## config.mk

```make
export PLATFORM = sky130hd
export DESIGN_NAME = load_store_unit
export DESIGN_NICKNAME = d
export VERILOG_FILES = /design/src/rtl/lsu_pkg.sv /design/src/rtl/byte_lane_merge.sv /design/src/rtl/load_store_unit.sv
export SDC_FILE = /design/constraint.sdc
export NUM_CORES = 1
export LEC_CHECK = 0
export ABC_AREA = 1
export BUFFER_PORTS_ARGS = -buffer_cell sky130_fd_sc_hd__buf_2
export CAP_MARGIN = 10
export CORE_MARGIN = 10
export CORE_UTILIZATION = 53
export CTS_CLUSTER_DIAMETER = 120
export DETAILED_ROUTE_END_ITERATION = 6
export GPL_ROUTABILITY_DRIVEN = 0
export HOLD_SLACK_MARGIN = 0.1
export PLACE_DENSITY = 0.81
export SETUP_SLACK_MARGIN = 0.05
export SYNTH_ARGS = -nofsm -noshare
export SYNTH_HDL_FRONTEND = slang
export SYNTH_SLANG_ARGS = --single-unit
```

## constraint.sdc

```tcl
create_clock -name Clk -period 2.8 [get_ports Clk]
set_clock_uncertainty 0.2 [all_clocks]
set_input_delay 0.56 -clock Clk [delete_from_list [all_inputs] [get_ports Clk]]
set_output_delay 0.56 -clock Clk [all_outputs]
set_load 0.01 [all_outputs]
```

## src/rtl/lsu_pkg.sv

```systemverilog
// Shared definitions for the load/store unit: size codes, FSM states and
// byte-lane helper functions used by both the store merge and load extraction.
package lsu_pkg;

  localparam logic [1:0] SZ_BYTE    = 2'b00;
  localparam logic [1:0] SZ_HALF    = 2'b01;
  localparam logic [1:0] SZ_WORD    = 2'b10;
  localparam logic [1:0] SZ_ILLEGAL = 2'b11;

  typedef enum logic [1:0] {
    ST_IDLE  = 2'b00,
    ST_READ  = 2'b01,
    ST_WRITE = 2'b10,
    ST_DONE  = 2'b11
  } lsu_state_e;

  // True for an illegal size or an access not aligned to its own size.
  function automatic logic misaligned(input logic [1:0] size, input logic [1:0] offset);
    logic bad;
    case (size)
      SZ_BYTE: bad = 1'b0;
      SZ_HALF: bad = offset[0];
      SZ_WORD: bad = (offset != 2'b00);
      default: bad = 1'b1;
    endcase
    return bad;
  endfunction

  // One bit per little-endian byte lane touched by the access.
  function automatic logic [3:0] lane_enable(input logic [1:0] size, input logic [1:0] offset);
    logic [3:0] en;
    case (size)
      SZ_BYTE: en = 4'b0001 << offset;
      SZ_HALF: en = 4'b0011 << {offset[1], 1'b0};
      SZ_WORD: en = 4'b1111;
      default: en = 4'b0000;
    endcase
    return en;
  endfunction

  // Expand a lane-enable vector into a 32-bit bit mask.
  function automatic logic [31:0] lane_mask(input logic [3:0] en);
    return {{8{en[3]}}, {8{en[2]}}, {8{en[1]}}, {8{en[0]}}};
  endfunction

  // Bit distance from bit 0 to the first selected lane.
  function automatic logic [4:0] lane_shift(input logic [1:0] offset);
    return {offset, 3'b000};
  endfunction

endpackage

```

## src/rtl/byte_lane_merge.sv

```systemverilog
// Combinational byte-lane merge: places right-aligned store data into the
// selected lanes of an existing word, leaving the other lanes untouched.
module byte_lane_merge
  import lsu_pkg::*;
(
  input  logic [31:0] old_word_i,
  input  logic [31:0] store_data_i,
  input  logic [1:0]  size_i,
  input  logic [1:0]  offset_i,
  output logic [31:0] merged_o,
  output logic [3:0]  lane_en_o
);

  logic [31:0] shifted_s;
  logic [31:0] mask_s;

  // Select lanes, align store data to them and blend with the old word.
  always_comb begin
    lane_en_o = lane_enable(size_i, offset_i);
    mask_s    = lane_mask(lane_en_o);
    shifted_s = store_data_i << lane_shift(offset_i);
    merged_o  = (shifted_s & mask_s) | (old_word_i & ~mask_s);
  end

endmodule

```

## src/rtl/load_store_unit.sv

```systemverilog
// Byte-addressed load/store front end for a word-addressed RAM. One request
// at a time; sub-word stores are read-modify-write, loads are extended.
module load_store_unit
  import lsu_pkg::*;
#(
  parameter int AW = 24
) (
  input  logic          Clk,
  input  logic          Rst_n,
  input  logic          Req,
  input  logic          Write,
  input  logic [AW+1:0] Addr,
  input  logic [1:0]    Size,
  input  logic          Signed,
  input  logic [31:0]   StoreData,
  output logic          Ready,
  output logic          Done,
  output logic          Fault,
  output logic [31:0]   LoadData,
  output logic [AW-1:0] MemAddress,
  output logic [31:0]   MemWriteData,
  output logic          MemWE,
  output logic          MemRE,
  input  logic [31:0]   MemReadData
);

  lsu_state_e    state_q, state_d;
  logic          write_q, write_d;
  logic          signed_q, signed_d;
  logic          fault_q, fault_d;
  logic [1:0]    size_q, size_d;
  logic [AW+1:0] addr_q, addr_d;
  logic [31:0]   sdata_q, sdata_d;
  logic [31:0]   load_data_q, load_data_d;
  logic [AW-1:0] mem_addr_q, mem_addr_d;
  logic [31:0]   mem_wdata_q, mem_wdata_d;

  logic [31:0]   merged_s;
  logic [3:0]    lane_en_s;
  logic [31:0]   aligned_s;
  logic [31:0]   load_ext_s;

  // The merge sees the RAM word only while it is being read.
  byte_lane_merge u_merge (
    .old_word_i   (MemReadData),
    .store_data_i (sdata_q),
    .size_i       (size_q),
    .offset_i     (addr_q[1:0]),
    .merged_o     (merged_s),
    .lane_en_o    (lane_en_s)
  );

  // Extract the selected lanes of the read word, right-align and extend.
  always_comb begin
    aligned_s = (MemReadData & lane_mask(lane_en_s)) >> lane_shift(addr_q[1:0]);
    case (size_q)
      SZ_BYTE: load_ext_s = {{24{signed_q & aligned_s[7]}}, aligned_s[7:0]};
      SZ_HALF: load_ext_s = {{16{signed_q & aligned_s[15]}}, aligned_s[15:0]};
      default: load_ext_s = aligned_s;
    endcase
  end

  // Next-state and datapath update for the request FSM.
  always_comb begin
    state_d     = state_q;
    write_d     = write_q;
    signed_d    = signed_q;
    fault_d     = fault_q;
    size_d      = size_q;
    addr_d      = addr_q;
    sdata_d     = sdata_q;
    load_data_d = load_data_q;
    mem_addr_d  = mem_addr_q;
    mem_wdata_d = mem_wdata_q;
    case (state_q)
      ST_IDLE: begin
        if (Req) begin
          write_d  = Write;
          signed_d = Signed;
          size_d   = Size;
          addr_d   = Addr;
          sdata_d  = StoreData;
          fault_d  = misaligned(Size, Addr[1:0]);
          if (misaligned(Size, Addr[1:0])) begin
            state_d = ST_DONE;
          end else if (Write && (Size == SZ_WORD)) begin
            // Full-word store needs no read; write data is known now.
            state_d     = ST_WRITE;
            mem_addr_d  = Addr[AW+1:2];
            mem_wdata_d = StoreData;
          end else begin
            state_d    = ST_READ;
            mem_addr_d = Addr[AW+1:2];
          end
        end else begin
          state_d = ST_IDLE;
        end
      end
      ST_READ: begin
        if (write_q) begin
          state_d     = ST_WRITE;
          mem_wdata_d = merged_s;
        end else begin
          state_d     = ST_DONE;
          load_data_d = load_ext_s;
        end
      end
      ST_WRITE: state_d = ST_DONE;
      ST_DONE:  state_d = ST_IDLE;
      default:  state_d = ST_IDLE;
    endcase
  end

  // State and datapath registers; reset clears every observable output.
  always_ff @(posedge Clk or negedge Rst_n) begin
    if (!Rst_n) begin
      state_q     <= ST_IDLE;
      write_q     <= 1'b0;
      signed_q    <= 1'b0;
      fault_q     <= 1'b0;
      size_q      <= 2'b00;
      addr_q      <= '0;
      sdata_q     <= 32'h0000_0000;
      load_data_q <= 32'h0000_0000;
      mem_addr_q  <= '0;
      mem_wdata_q <= 32'h0000_0000;
    end else begin
      state_q     <= state_d;
      write_q     <= write_d;
      signed_q    <= signed_d;
      fault_q     <= fault_d;
      size_q      <= size_d;
      addr_q      <= addr_d;
      sdata_q     <= sdata_d;
      load_data_q <= load_data_d;
      mem_addr_q  <= mem_addr_d;
      mem_wdata_q <= mem_wdata_d;
    end
  end

  assign Ready        = (state_q == ST_IDLE);
  assign Done         = (state_q == ST_DONE);
  assign Fault        = (state_q == ST_DONE) & fault_q;
  assign MemRE        = (state_q == ST_READ);
  assign MemWE        = (state_q == ST_WRITE);
  assign LoadData     = load_data_q;
  assign MemAddress   = mem_addr_q;
  assign MemWriteData = mem_wdata_q;

endmodule

```

* Word-level counts from Yosys, hierarchy flattened *
Index checks and enable logic that the tools add are counted.

word-level totals
  bits in registers = 129
  logic and storage cells = 60
  output and inout port bits = 93
  bits of input ports = 97

cells by class
  bitwise operators = 10
  multiplexer cells = 15
  equal/unequal tests = 11
  reduce and logical (&&, ||, !) cells = 10
  shifts and indexed selects = 4

operator list
  cell                 count
  $mux 32              4
  $pmux 32 s2          2
  $and 32x32->32       3
  $not 32->32          1
  $or 32x32->32        1
  $shl 32x5->32        1
  $shr 32x5->32        1
  $pmux 4 s3           1
  $eq 2x2->1 const B   4
  $pmux 2 s4           1
  $eq 2x1->1 const B   3
  $logic_not 2->1      3
  $mux 2               3
  $reduce_and 5->1     1
  $ne 2x1->1 const B   2
  $ne 2x2->1 const B   2
  $reduce_and 2->1     2
  $reduce_bool 2->1    2
  $shl 1x2->4 const A  1
  $shl 2x2->4 const A  1
  $and 1x1->1          3
  $mux 1               3
  $pmux 1 s3           1
  $reduce_and 3->1     1
  other kinds (2)      3

* Depth between registers and ports, before layout *
Gate-level depths: netlist of run 1.

  word-level depth = 7
  mapped depth = 14
  depth with buffers taken out = 12

* By module *
From an unflattened synthesis of run 1, not the netlist that was laid out.

second synthesis, totals
  cell total of the unflattened synthesis = 1099
  area total of the unflattened synthesis = 7612.3 sq um

modules (own cells, without submodules)
  module           area an instance (sq um)  seq. area each (sq um)  times used  cells an instance
  load_store_unit  6433.7                    3228.1                  1           834
  byte_lane_merge  1178.6                    0.0                     1           265

* Worst setup path before layout of run 1 *
OpenSTA, ideal clock, no wires.

  path kind = reg2reg
  start point = register state_q[0]
  end point = register mem_wdata_q[29], in the netlist MemWriteData[29]
  stages on the path, launching flop included = 14
  path buffers = 1
  path slack = 0.800 ns
  arrival time = 1.683 ns
  period minus slack after synthesis = 2.000 ns
  required time = 2.483 ns
  path through = dfrtp_1 -> inv_1 -> ha_1 -> nand2_1 -> inv_1 -> nand2_1 -> inv_2 -> nand2_1 -> nand2_1 -> nand2_1 -> inv_2 -> buf_2 -> nand2_1 -> nand2_1

on the way
  longest elaborated chain between the ends = 3

RTL lines
  element                                       line                    source
  start: declaration                            load_store_unit.sv:27   lsu_state_e state_q, state_d;
  start signal: assignment                      load_store_unit.sv:128  state_q <= state_d;
  $logic_not 2->1 *                             n/a
  named net Ready                               load_store_unit.sv:16   output logic Ready,
  $ne 2x1->1 (no line) (tied with other cells)  n/a
  $reduce_and 5->1 (no line)                    n/a
  end signal: assignment                        load_store_unit.sv:137  mem_wdata_q <= mem_wdata_d;
  end: declaration                              load_store_unit.sv:36   logic [31:0] mem_wdata_q, mem_wdata_d;

The timed path passes the listed nets; every way through them passes the cells marked *.
A chain may end at the register's enable or synchronous reset.

* Worst setup path after layout of run 1 *
  start point = register state_q[1]
  end point = output MemRE

on the way
  longest elaborated chain between the ends = 1

RTL lines
  element           line                    source
  $eq 2x1->1        load_store_unit.sv:144  assign MemRE = (state_q == ST_READ);
  end: declaration  load_store_unit.sv:23   output logic MemRE,

Every way passes these cells.

==> impl_results.md, run 1 <==
- PnR worst setup slack: about 0.52 ns
- Sw Ratio: between 40 and 50%
- Worst rel slew slack: about three fifths
- Number of warning messages in the yosys log: 0
- Top cells by area in the synthesized netlist: sky130_fd_sc_hd__dfrtp_1 (46%), sky130_fd_sc_hd__nand2_1 (19%), sky130_fd_sc_hd__o21ai_0 (5.9%)
- Syn Nets: roughly 1,100
- Antenna violations before repair: 2
- Final Setup Violations: 0
- Crit path max-delay cell type: sky130_fd_sc_hd__dfrtp_1
- Total CTS buffers: 17
- Maximum number of pins on one net before global-route repair: 70
- Kind of end point of the critical path: output port
- Crit path cell chain: inv_1 -> ha_2 -> buf_4 -> buf_2
- Global-route wire length before repair: 36.50 mm
- Total internal power: 6105 uW
- Via-per-instance ratio: between 5 and 6
- Clock tree from TritonCTS: done
- Path type of the worst setup path: reg -> out
- Clock Pin Slew Worst Setup and Hold Paths: roughly 0.060 ns
- Area enclosed by the die boundary: ~0.018 mm2
- Crit-path leading delay family: buffers and inverters
- Number of design rule violations left after detail routing: 0
- Initial DRC Count: a little over 800
- Cell count after synthesis: ~950
- Synth top area share: between 40 and 50%
- Sum of net half-perimeters after detailed placement: 16.57 mm
- Post-CTS Hold Buffers: 1
- Data required, critical path: 2.04 ns
- Number of cells after detailed placement: around 1,300
- Leak: between 0.004 and 0.005 uW
- Reported net switching power: slightly above 5000 uW
- Unrepaired setup endpoints after global routing: false
- Number of clock sinks seen by CTS: between 100 and 150
- TNS Setup: 0 ns
- Remaining number of nets flagged by the antenna check after routing: 0
- Tightest Pin Transition: between 0.5 and 0.6 ns
- Power per cell area: around 1300 mW/mm2
- Max capacitance violation total: 0
- Port Buffer Count: ~190
- Portion of total power attributed to sequential cells: a little under a third
- Design Area, Final: about 0.0087 mm2
- Placeable core area: ~0.013 mm2
- Register area share after synthesis: 46.05%
- Count of final hold-check violations: 0
- Unique cell type count in the Yosys netlist: 29
- Ratio of final minimum period to clock period: between 80% and 90%
- Final WL: about 23 mm
- Pre-CTS worst setup slack: about 0.57 ns
- Dominant cell type by area after synthesis: sky130_fd_sc_hd__dfrtp_1
- Count of state elements after synthesis: roughly 130
- Top flip-flop cell by instance count after synthesis: sky130_fd_sc_hd__dfrtp_1
- Clock Tree Buf Depth: 2
- Layout Area Growth over Synthesis: 23.88%
- Max incr delay on CP: 0.40 ns
- Share of power burned in the clock network: between 10% and 20%
- CP Data Arrival Time: 1.52 ns
- Leading cell type in the layout, fill and taps excluded: sky130_fd_sc_hd__nand2_1
- CP startpoint kind: register
- Relative contribution of combinational cells to total power: roughly 50%
- Final #Nets: approximately 1,200
- Post-CTS setup-driven buffer insertion count: 0
- Total via count in the routed design: about 7,100
- Crit path buffers/inverters: 3
- Crit path max fanout: 23
- Global-route usage over all layers: between 20% and 30%
- IR Drop Worst-Case VDD: between 700 and 800 uV
- Boundary Pins: 190
- Post_cts resized: 0
- Post-synth ARST share: 100.0%
- Post-Place Cell Area: between 0.008 and 0.009 mm2
- Status: complete, no violations
- Clock tree root buffer cell: sky130_fd_sc_hd__clkbuf_16
- Clock latency on the worst-skew pair: 0.43 ns
- Level count of the clock H-tree: 4
- Number of slew-limit violations in the final report: 0
- Average size of a mapped cell: 7.363 um2
- Die W: between 100 and 150 um
- Min cycle time layout: 2.279 ns
- Path category of the worst min-delay check: in -> reg
- Number of cell rows: between 40 and 50
- Area of the mapped netlist: around 0.007 mm2
- Number of enable flip-flop cells after synthesis: 0
- First-pass iteration count of the detailed router: 6
- Initial cell density of the core: 54.87%
- Most frequent cells in the layout: sky130_fd_sc_hd__nand2_1 (351), sky130_fd_sc_hd__buf_2 (188), sky130_fd_sc_hd__dfrtp_1 (129)
- Fill cell instance count of the final layout: between 1,000 and 1,500
- Non-filler instance count after layout: about 1,300
- F_max: 0.4388 GHz
- Vias in the first global route: 6,996
- Share of final-layout standard cells stronger than drive strength 1: approximately 26%
- Overflow after GRT: 0
- Routed length per instance: between 15 and 20 um
- Chip height: between 100 and 150 um
-- final cells by class --
type                            instances  area (um2)  area share (%)
Clock buffer                           17       425.4           4.899
Multi-Input combinational cell        687        3218           37.06
Clock inverter                         15       158.9           1.830
Sequential cell                       129        3228           37.18
Inverter                               75       281.5           3.242
Antenna cell                            2       5.005         0.05764
Tap cell                              172       215.2           2.478
Timing Repair Buffer                  214        1151           13.26
-- per-layer routing --
metal | GRT usage, % | wire length (um) | up-vias
li1 | - | - | 3403
met1 | 30.86 | 8887 | 3285
met2 | 37.60 | 10290 | 374
met3 | 11.16 | 2981 | 56
met4 | 10.23 | 692 | 2
met5 | 0 | 7 | -
-- kinds of logic after synthesis --
| family | synth area share (%) |
|---|---|
| adders and majority gates | 0.7141 |
| and+or+nand+nor | 32.04 |
| buffers and inverters | 8.104 |
| AOI/OAI and AO/OA | 13.08 |
| DFF | 46.06 |
-- worst min-delay path: cells and delay by family --
| kind | cells | cell delay, ns |
|---|---|---|
| simple gates | 2 | 0.08 |
| buf+inv | 1 | 0.07 |
-- worst paths after layout --
check	slack, ns	startpoint	end	depth (start not counted)
setup / recovery	0.52	state_q[1]	MemRE	4
max in group asynchronous	1.28	Rst_n	MemAddress[23]	3
setup reg to reg	0.54	addr_q[0]	LoadData[11]	9
hold reg to reg	0.27	MemAddress[11]	MemAddress[11]	2
min in group asynchronous	0.42	Rst_n	MemWriteData[4]	2
hold / removal	0.12	Addr[19]	MemAddress[17]	3
-- cell usage after synthesis, types with 5 or more instances --
cell type and number:
sky130_fd_sc_hd__a21oi_1 30, sky130_fd_sc_hd__a22oi_1 16, sky130_fd_sc_hd__a31oi_1 10, sky130_fd_sc_hd__buf_2 16
sky130_fd_sc_hd__clkbuf_1 34, sky130_fd_sc_hd__dfrtp_1 129, sky130_fd_sc_hd__inv_1 70, sky130_fd_sc_hd__inv_2 5
sky130_fd_sc_hd__nand2_1 351, sky130_fd_sc_hd__nand3_1 72, sky130_fd_sc_hd__nand3_2 12, sky130_fd_sc_hd__nor2_1 56
sky130_fd_sc_hd__o211ai_1 16, sky130_fd_sc_hd__o21ai_0 82, sky130_fd_sc_hd__or2_2 23
-- power groups by stage --
stage               registers (uW)  logic (uW)  clock network [uW]
CTS                           3380        5630                2220
finish                        3400        5630                2200
detailed placement            3370        5600                   0
global placement              3360        5480                   0
global route                  3500        6330                2310
floorplan                     3560        3580                   0
-- flip-flops by register name, indices dropped and copies added (netlist names) --
name          cells
fault_q           1
signed_q          1
state_q           2
size_q            2
addr_q            2
MemAddress       24
sdata_q          32
MemWriteData     32
write_q           1
LoadData         32
-- metrics by stage --
step	power, uW	util, %	hold slack, ns
4_1_cts	11230	67.94	0.1113
2_1_floorplan	7135	-	0.06441
3_5_place_dp	8976	63.29	0.2601
5_1_grt	12140	67.94	0.1298
3_3_place_gp	8838	63.29	0.2572
6_report	11230	67.98	0.1219
Note: power is estimated with default switching activity, not from simulation.
==> inputs of run 2 (changes only) <==
- clock period: 2.8 -> 2.1 ns (I/O delays scaled with it)
==> run 2 against run 1 <==
  * Hold slack worse by 0.021 ns
  * Clock power is 27% higher
  * Flip-flop and latch count is the same
  * Largest power group unchanged
==> impl_results.md, run 2 (synthesis results as in run 1) <==
- Worst hold slack after final layout: 0.1007 ns (was 0.1219 ns)
- Level count of the clock H-tree: 4 (unchanged)
- Global-route wire length before repair: 40.45 mm (was 36.50 mm)
- Most frequent cells in the layout: sky130_fd_sc_hd__nand2_1 (348), sky130_fd_sc_hd__buf_2 (187), sky130_fd_sc_hd__dfrtp_1 (127) (was sky130_fd_sc_hd__nand2_1 (351), sky130_fd_sc_hd__buf_2 (188), sky130_fd_sc_hd__dfrtp_1 (129))
- CP startpoint kind: register (unchanged)
- Number of slew-limit violations in the final report: 0 (unchanged)
- Vias in the first global route: 7,592 (was 6,996)
- Path category of the worst min-delay check: in -> reg (unchanged)
- Clock tree root buffer cell: sky130_fd_sc_hd__clkbuf_16 (unchanged)
- Boundary Pins: 190 (unchanged)
- Leak: 0.005055 uW (was 0.004751 uW)
- Antenna violations before repair: 3 (was 2)
- Min cycle time layout: 2.049 ns
- Clock Tree Buf Depth: 2 (unchanged)
- Final #Nets: 1,289 (was 1,225)
- F_max: around 0.49 GHz
- Status: complete, no violations (unchanged)
- Chip height: 135 um (unchanged)
- Sum of net half-perimeters after detailed placement: 17.36 mm (was 16.57 mm)
- Number of design rule violations left after detail routing: 0 (unchanged)
- Data required, critical path: 1.48 ns (was 2.04 ns)
- Clock Pin Slew Worst Setup and Hold Paths: 0.05 ns (was 0.06 ns)
- Clock latency on the worst-skew pair: 0.42 ns (was 0.43 ns)
- Number of clock sinks seen by CTS: 129 (unchanged)
- Remaining number of nets flagged by the antenna check after routing: 0 (unchanged)
- Met1 Resource Use GR: 33.43% (was 30.86%)
- PnR worst setup slack: 0.05070 ns (was 0.5210 ns)
- Via-per-instance ratio: 5.721 (was 5.431)
- Pre-CTS worst setup slack: 0.08117 ns (was 0.5673 ns)
- CP Data Arrival Time: 1.43 ns (was 1.52 ns)
- Leading cell type in the layout, fill and taps excluded: sky130_fd_sc_hd__nand2_1 (unchanged)
- Placeable core area: 0.01277 mm2 (unchanged)
- IR Drop Worst-Case VDD: 999.6 uV (was 718.6 uV)
- Total CTS buffers: 17 (unchanged)
- Ratio of final minimum period to clock period: between 90% and 100%
- Max capacitance violation total: 0 (unchanged)
- Fill cell instance count of the final layout: 921 (was 1,112)
- Kind of end point of the critical path: output port (unchanged)
- Area enclosed by the die boundary: 0.01823 mm2 (unchanged)
- Number of cells after detailed placement: 1,284 (was 1,276)
- Total via count in the routed design: 7,849 (was 7,120)
- Tightest Pin Transition: 0.8486 ns (was 0.5726 ns)
- Global-route usage over all layers: 27.85% (was 25.09%)
- Die W: 135 um (unchanged)
- Power per cell area: 1687 mW/mm2 (was 1294 mW/mm2)
- Met2 routing resource usage after global routing: 45.58% (was 37.60%)
- First-pass iteration count of the detailed router: 7 (was 6)
- Routed length per instance: 19.50 um (was 17.44 um)
- Worst rel slew slack: 43.12% (was 61.83%)
- GRT Max-Usage Layer: met2 (unchanged)
- Clock tree from TritonCTS: done (unchanged)
- Overflow after GRT: 0 (unchanged)
- Path type of the worst setup path: reg -> out (unchanged)
- Met3 Usage GRT: 10.53% (was 11.16%)
- Non-filler instance count after layout: 1,372 (was 1,311)
- Unrepaired setup endpoints after global routing: true (was false)
- Initial DRC Count: 1,123 (was 805)
- Maximum number of pins on one net before global-route repair: 64 (was 70)
- Initial cell density of the core: 54.87% (unchanged)
- Final Setup Violations: 0 (unchanged)
- Share of final-layout standard cells stronger than drive strength 1: 26.79% (was 25.95%)
- Count of final hold-check violations: 0 (unchanged)
- Layout Area Growth over Synthesis: 35.18% (was 23.88%)
- Final WL: 26.75 mm (was 22.86 mm)
- Port Buffer Count: 189 (unchanged)
- Finished Core Util: 74.18% (was 67.98%)
- Number of cell rows: 41 (unchanged)
- Crit path max fanout: 2 (was 23)
-- run 2: changes by cell type in the layout (fill, tap and decap cells not counted), moves of 4 or more --
cell                            before  now
sky130_fd_sc_hd__inv_1              70   66
sky130_fd_sc_hd__inv_6               4    0
sky130_fd_sc_hd__clkbuf_8            0    4
sky130_fd_sc_hd__dlygate4sd3_1       1   48
sky130_fd_sc_hd__nand3_4             1    5
sky130_fd_sc_hd__buf_12              1    9
-- run 2: routing by layer --
metal	wire length (um)	part of all wire (%)	up-vias
li1	-	-	3538
met1	9725	36	3650
met2	12690	47	577
met3	3600	13	80
met4	712	2.7	4
met5	25	0.093	-
-- run 2: path summary, 6_finish.rpt --
check / start / endpoint / slack (ns) / cells after the start
worst max-delay path: state_q[0] / Fault / 0.05 / 5
worst min-delay path: StoreData[18] / sdata_q[18] / 0.10 / 3
worst max register to register: addr_q[1] / MemWriteData[23] / 0.15 / 9
worst min register to register: MemWriteData[9] / MemWriteData[9] / 0.27 / 2
max in group asynchronous: Rst_n / LoadData[20] / 0.75 / 3
min in group asynchronous: Rst_n / MemWriteData[6] / 0.29 / 2
-- run 2: final cells by class --
cell class / count / area, um2 / area share (%)
tap: 172 / 215.2 / 2.271
clock inverter: 6 / 57.56 / 0.6074
inverter: 75 / 286.5 / 3.024
timing repair buffer: 275 / 1858 / 19.61
antenna: 2 / 5.005 / 0.05282
clock buffer: 23 / 488.0 / 5.150
sequential: 129 / 3231 / 34.09
multi-input combinational: 690 / 3334 / 35.19
-- run 2: through the flow --
stage | setup TNS, ns | total power, uW | cell area [um2]
floorplan | 0 | 9514 | 7009
global placement | 0 | 12150 | 8232
detailed placement | 0 | 12360 | 8232
CTS | 0 | 15270 | 9258
global route | -0.09010 | 17110 | 9473
finish | 0 | 15990 | 9475
-- run 2: critical path, stage by stage (launching register included) --
cell,delay (ns)
sky130_fd_sc_hd__dfrtp_1,0.41
sky130_fd_sc_hd__buf_6,0.14
sky130_fd_sc_hd__ha_2,0.19
sky130_fd_sc_hd__nand2_2,0.06
sky130_fd_sc_hd__inv_1,0.06
sky130_fd_sc_hd__buf_4,0.15
-- run 2: what timing repair did --
action                                  CTS  global route
setup buffers                             0             5
hold buffers                             48             0
endpoints found under the setup margin    0            66
endpoints found under the hold margin    75             0
resized for setup                         0            28
-- run 2: report_power, final --
part / switching, uW / total (uW) / internal, uW
clock: 1080 / 2800 / 1720
sequential: 852 / 4570 / 3720
combinational: 5390 / 8620 / 3230
==> inputs of run 3 (changes only) <==
- CORE_MARGIN: 10 -> unset
- RECOVER_POWER: unset -> 50
==> run 3 against run 2 <==
  * Flip-flop and latch count unchanged
  * Final area about the same
  * Cell count increased by 0.73%
  * Die area decreased by 25%
  * Critical path depth increased by 7
  * Maximum frequency grew 2.7%
  * Largest cell class unchanged
  * Via count decreased by 0.74%
  * Clock-buffer cell count fell by 2
  * Wire length fell by 8.9%
==> impl_results.md, run 3 (synthesis results as in run 1) <==
- Crit-path leading delay family: simple AND/OR/NAND/NOR gates (was flip-flops)
- Clock tree from TritonCTS: done (unchanged)
- Top layer reached by signal wires: met4 (was met5)
- Path type of the worst setup path: reg -> reg (was reg -> out)
- Clock Tree Buf Depth: 2 (unchanged)
- TNS Setup: 0 ns (unchanged)
- First-pass iteration count of the detailed router: 6 (was 7)
- Antenna violations before repair: 0 (was 3)
- Number of slew-limit violations in the final report: 0 (unchanged)
- Final Setup Violations: 0 (unchanged)
- Area enclosed by the die boundary: 0.01369 mm2 (was 0.01823 mm2)
- Layout Area Growth over Synthesis: 35.20% (was 35.18%)
- Antenna diodes: 0 (was 2)
- Met1 wire length: 9.429 mm (was 9.725 mm)
- Final #Nets: 1,298 (was 1,289)
- Crit path max-delay cell type: sky130_fd_sc_hd__dfrtp_1 (unchanged)
- Port Buffer Count: 189 (unchanged)
- Initial DRC Count: 1,057 (was 1,123)
- Remaining number of nets flagged by the antenna check after routing: 0 (unchanged)
- Clock tree root buffer cell: sky130_fd_sc_hd__clkbuf_16 (unchanged)
- Pwr Total: 16,040 uW (was 15,990 uW)
- Number of design rule violations left after detail routing: 0 (unchanged)
- Share of final-layout standard cells stronger than drive strength 1: 22.56% (was 26.79%)
- Initial cell density of the core: 54.87% (unchanged)
- Chip height: 117 um (was 135 um)
- Fill cell instance count of the final layout: 961 (was 921)
- CP startpoint kind: register (unchanged)
- Clock latency on the worst-skew pair: 0.43 ns (was 0.42 ns)
- Vias in the first global route: 7,354 (was 7,592)
- Via-per-instance ratio: 5.637 (was 5.721)
- F_max: 0.5010 GHz (was 0.4880 GHz)
- Placeable core area: 0.01277 mm2 (unchanged)
- CP Data Arrival Time: 2.15 ns (was 1.43 ns)
- Final WL: 24.37 mm (was 26.75 mm)
- Routed length per instance: 17.63 um (was 19.50 um)
- Leading cell type in the layout, fill and taps excluded: sky130_fd_sc_hd__nand2_1 (unchanged)
- Global-route usage over all layers: 36.07% (was 27.85%)
- Count of final hold-check violations: 0 (unchanged)
- Kind of end point of the critical path: register (was output port)
- Maximum number of pins on one net before global-route repair: 78 (was 64)
- Crit path cell chain: buf_12 -> nor2_4 -> nand2_1 -> nand3_2 -> nand2_1 -> nand2_1 -> nand2_1 -> inv_2 -> nand3_2 -> nand3_1 -> nand2_1 -> inv_1 (was buf_6 -> ha_2 -> nand2_2 -> inv_1 -> buf_4)
- Number of cell rows: 41 (unchanged)
- Die W: 117 um (was 135 um)
- Crit path max fanout: 18 (was 2)
- Global-route wire length before repair: 36.84 mm (was 40.45 mm)
- Data required, critical path: 2.26 ns (was 1.48 ns)
- Status: complete, no violations (unchanged)
- Power per cell area: 1692 mW/mm2 (was 1687 mW/mm2)
- Max capacitance violation total: 0 (unchanged)
- Min cycle time layout: 1.996 ns (was 2.049 ns)
- Total CTS buffers: 17 (unchanged)
- Most frequent cells in the layout: sky130_fd_sc_hd__nand2_1 (349), sky130_fd_sc_hd__buf_2 (142), sky130_fd_sc_hd__dfrtp_1 (128) (was sky130_fd_sc_hd__nand2_1 (348), sky130_fd_sc_hd__buf_2 (187), sky130_fd_sc_hd__dfrtp_1 (127))
- Leak: 0.004963 uW (was 0.005055 uW)
- Length of routed met2 wiring: 11.40 mm (was 12.69 mm)
- Worst rel slew slack: 29.14% (was 43.12%)
- Overflow after GRT: 0 (unchanged)
- Sum of net half-perimeters after detailed placement: 14.97 mm (was 17.36 mm)
- IR Drop Worst-Case VDD: 1071 uV (was 999.6 uV)
- Most Frequent Cell on Critical Path: sky130_fd_sc_hd__nand2_1
- Ratio of final minimum period to clock period: 95.05% (was 97.59%)
- Max incr delay on CP: 0.42 ns (was 0.41 ns)
- Total via count in the routed design: 7,791 (was 7,849)
- Detail Route met3 WL: 2.605 mm (was 3.600 mm)
- Path category of the worst min-delay check: in -> reg (unchanged)
- Crit path buffers/inverters: 3 (unchanged)
- Clock Pin Slew Worst Setup and Hold Paths: 0.06 ns (was 0.05 ns)
- Unrepaired setup endpoints after global routing: true (unchanged)
- Tightest Pin Transition: 1.063 ns (was 0.8486 ns)
- Boundary Pins: 190 (unchanged)
- Level count of the clock H-tree: 4 (unchanged)
- Number of clock sinks seen by CTS: 129 (unchanged)
## run 3: worst paths after layout
kind | cells after the start | end | start | slack (ns)
min in group asynchronous | 3 | MemWriteData[23] | Rst_n | 0.54
min | 3 | sdata_q[22] | StoreData[22] | 0.11
max | 12 | LoadData[31] | addr_q[1] | 0.10
max in group asynchronous | 3 | MemAddress[12] | Rst_n | 0.31
max reg2reg | 12 | LoadData[31] | addr_q[1] | 0.10
min reg2reg | 2 | MemWriteData[27] | MemWriteData[27] | 0.28
## run 3: cell type report
cell class / instances / area, um2 / area share [%]
clock inverters: 11 / 137.6 / 1.452
repair buffers: 285 / 1877 / 19.80
multi-input cells: 689 / 3277 / 34.58
inverters: 75 / 290.3 / 3.063
well taps: 172 / 215.2 / 2.271
clock buffers: 21 / 450.4 / 4.753
flip-flops and latches: 129 / 3229 / 34.08
## run 3: per-stage QoR
stage / hold slack [ns] / instances / instance area [um2] / worst slack, ns / utilization, %
final: 0.1107 / 1382 / 9477 / 0.1040 / 74.19
after floorplan: -0.07559 / 952 / 7009 / 0.1002 / -
after global routing: 0.1304 / 1382 / 9477 / 0.009068 / 74.19
after global placement: 0.2455 / 1287 / 8267 / 0.1514 / 64.72
after CTS: 0.1030 / 1373 / 9418 / 0.07274 / 73.73
after detailed placement: 0.2431 / 1287 / 8267 / 0.08558 / 64.72
## run 3: worst register-to-register path: cells and delay by family, from the launching register on
family                 cells  cell delay, ns
buffers and inverters      3            0.39
DFF                        1            0.42
and+or+nand+nor            9            0.94
## run 3: timing repair
item,in CTS,in global routing
hold endpoints to repair,182,0
buffers inserted,0,5
gates cloned,0,4
setup endpoints to repair,1,57
pin swaps,0,3
hold buffers,54,0
gates resized for setup,4,14
## run 3: power breakdown
group	internal (uW)	switching, uW	leakage [uW]
combinational	3190	5260	0.00310
clock	1880	1120	0.000283
sequential	3710	871	0.00158
total	8790	7250	0.00496
## run 3: routing by layer
metal,vias to the layer above,global-route usage [%]
met4,0,18.57
met1,3634,44.92
met2,526,58.34
met5,-,0
li1,3547,-
met3,84,9.166
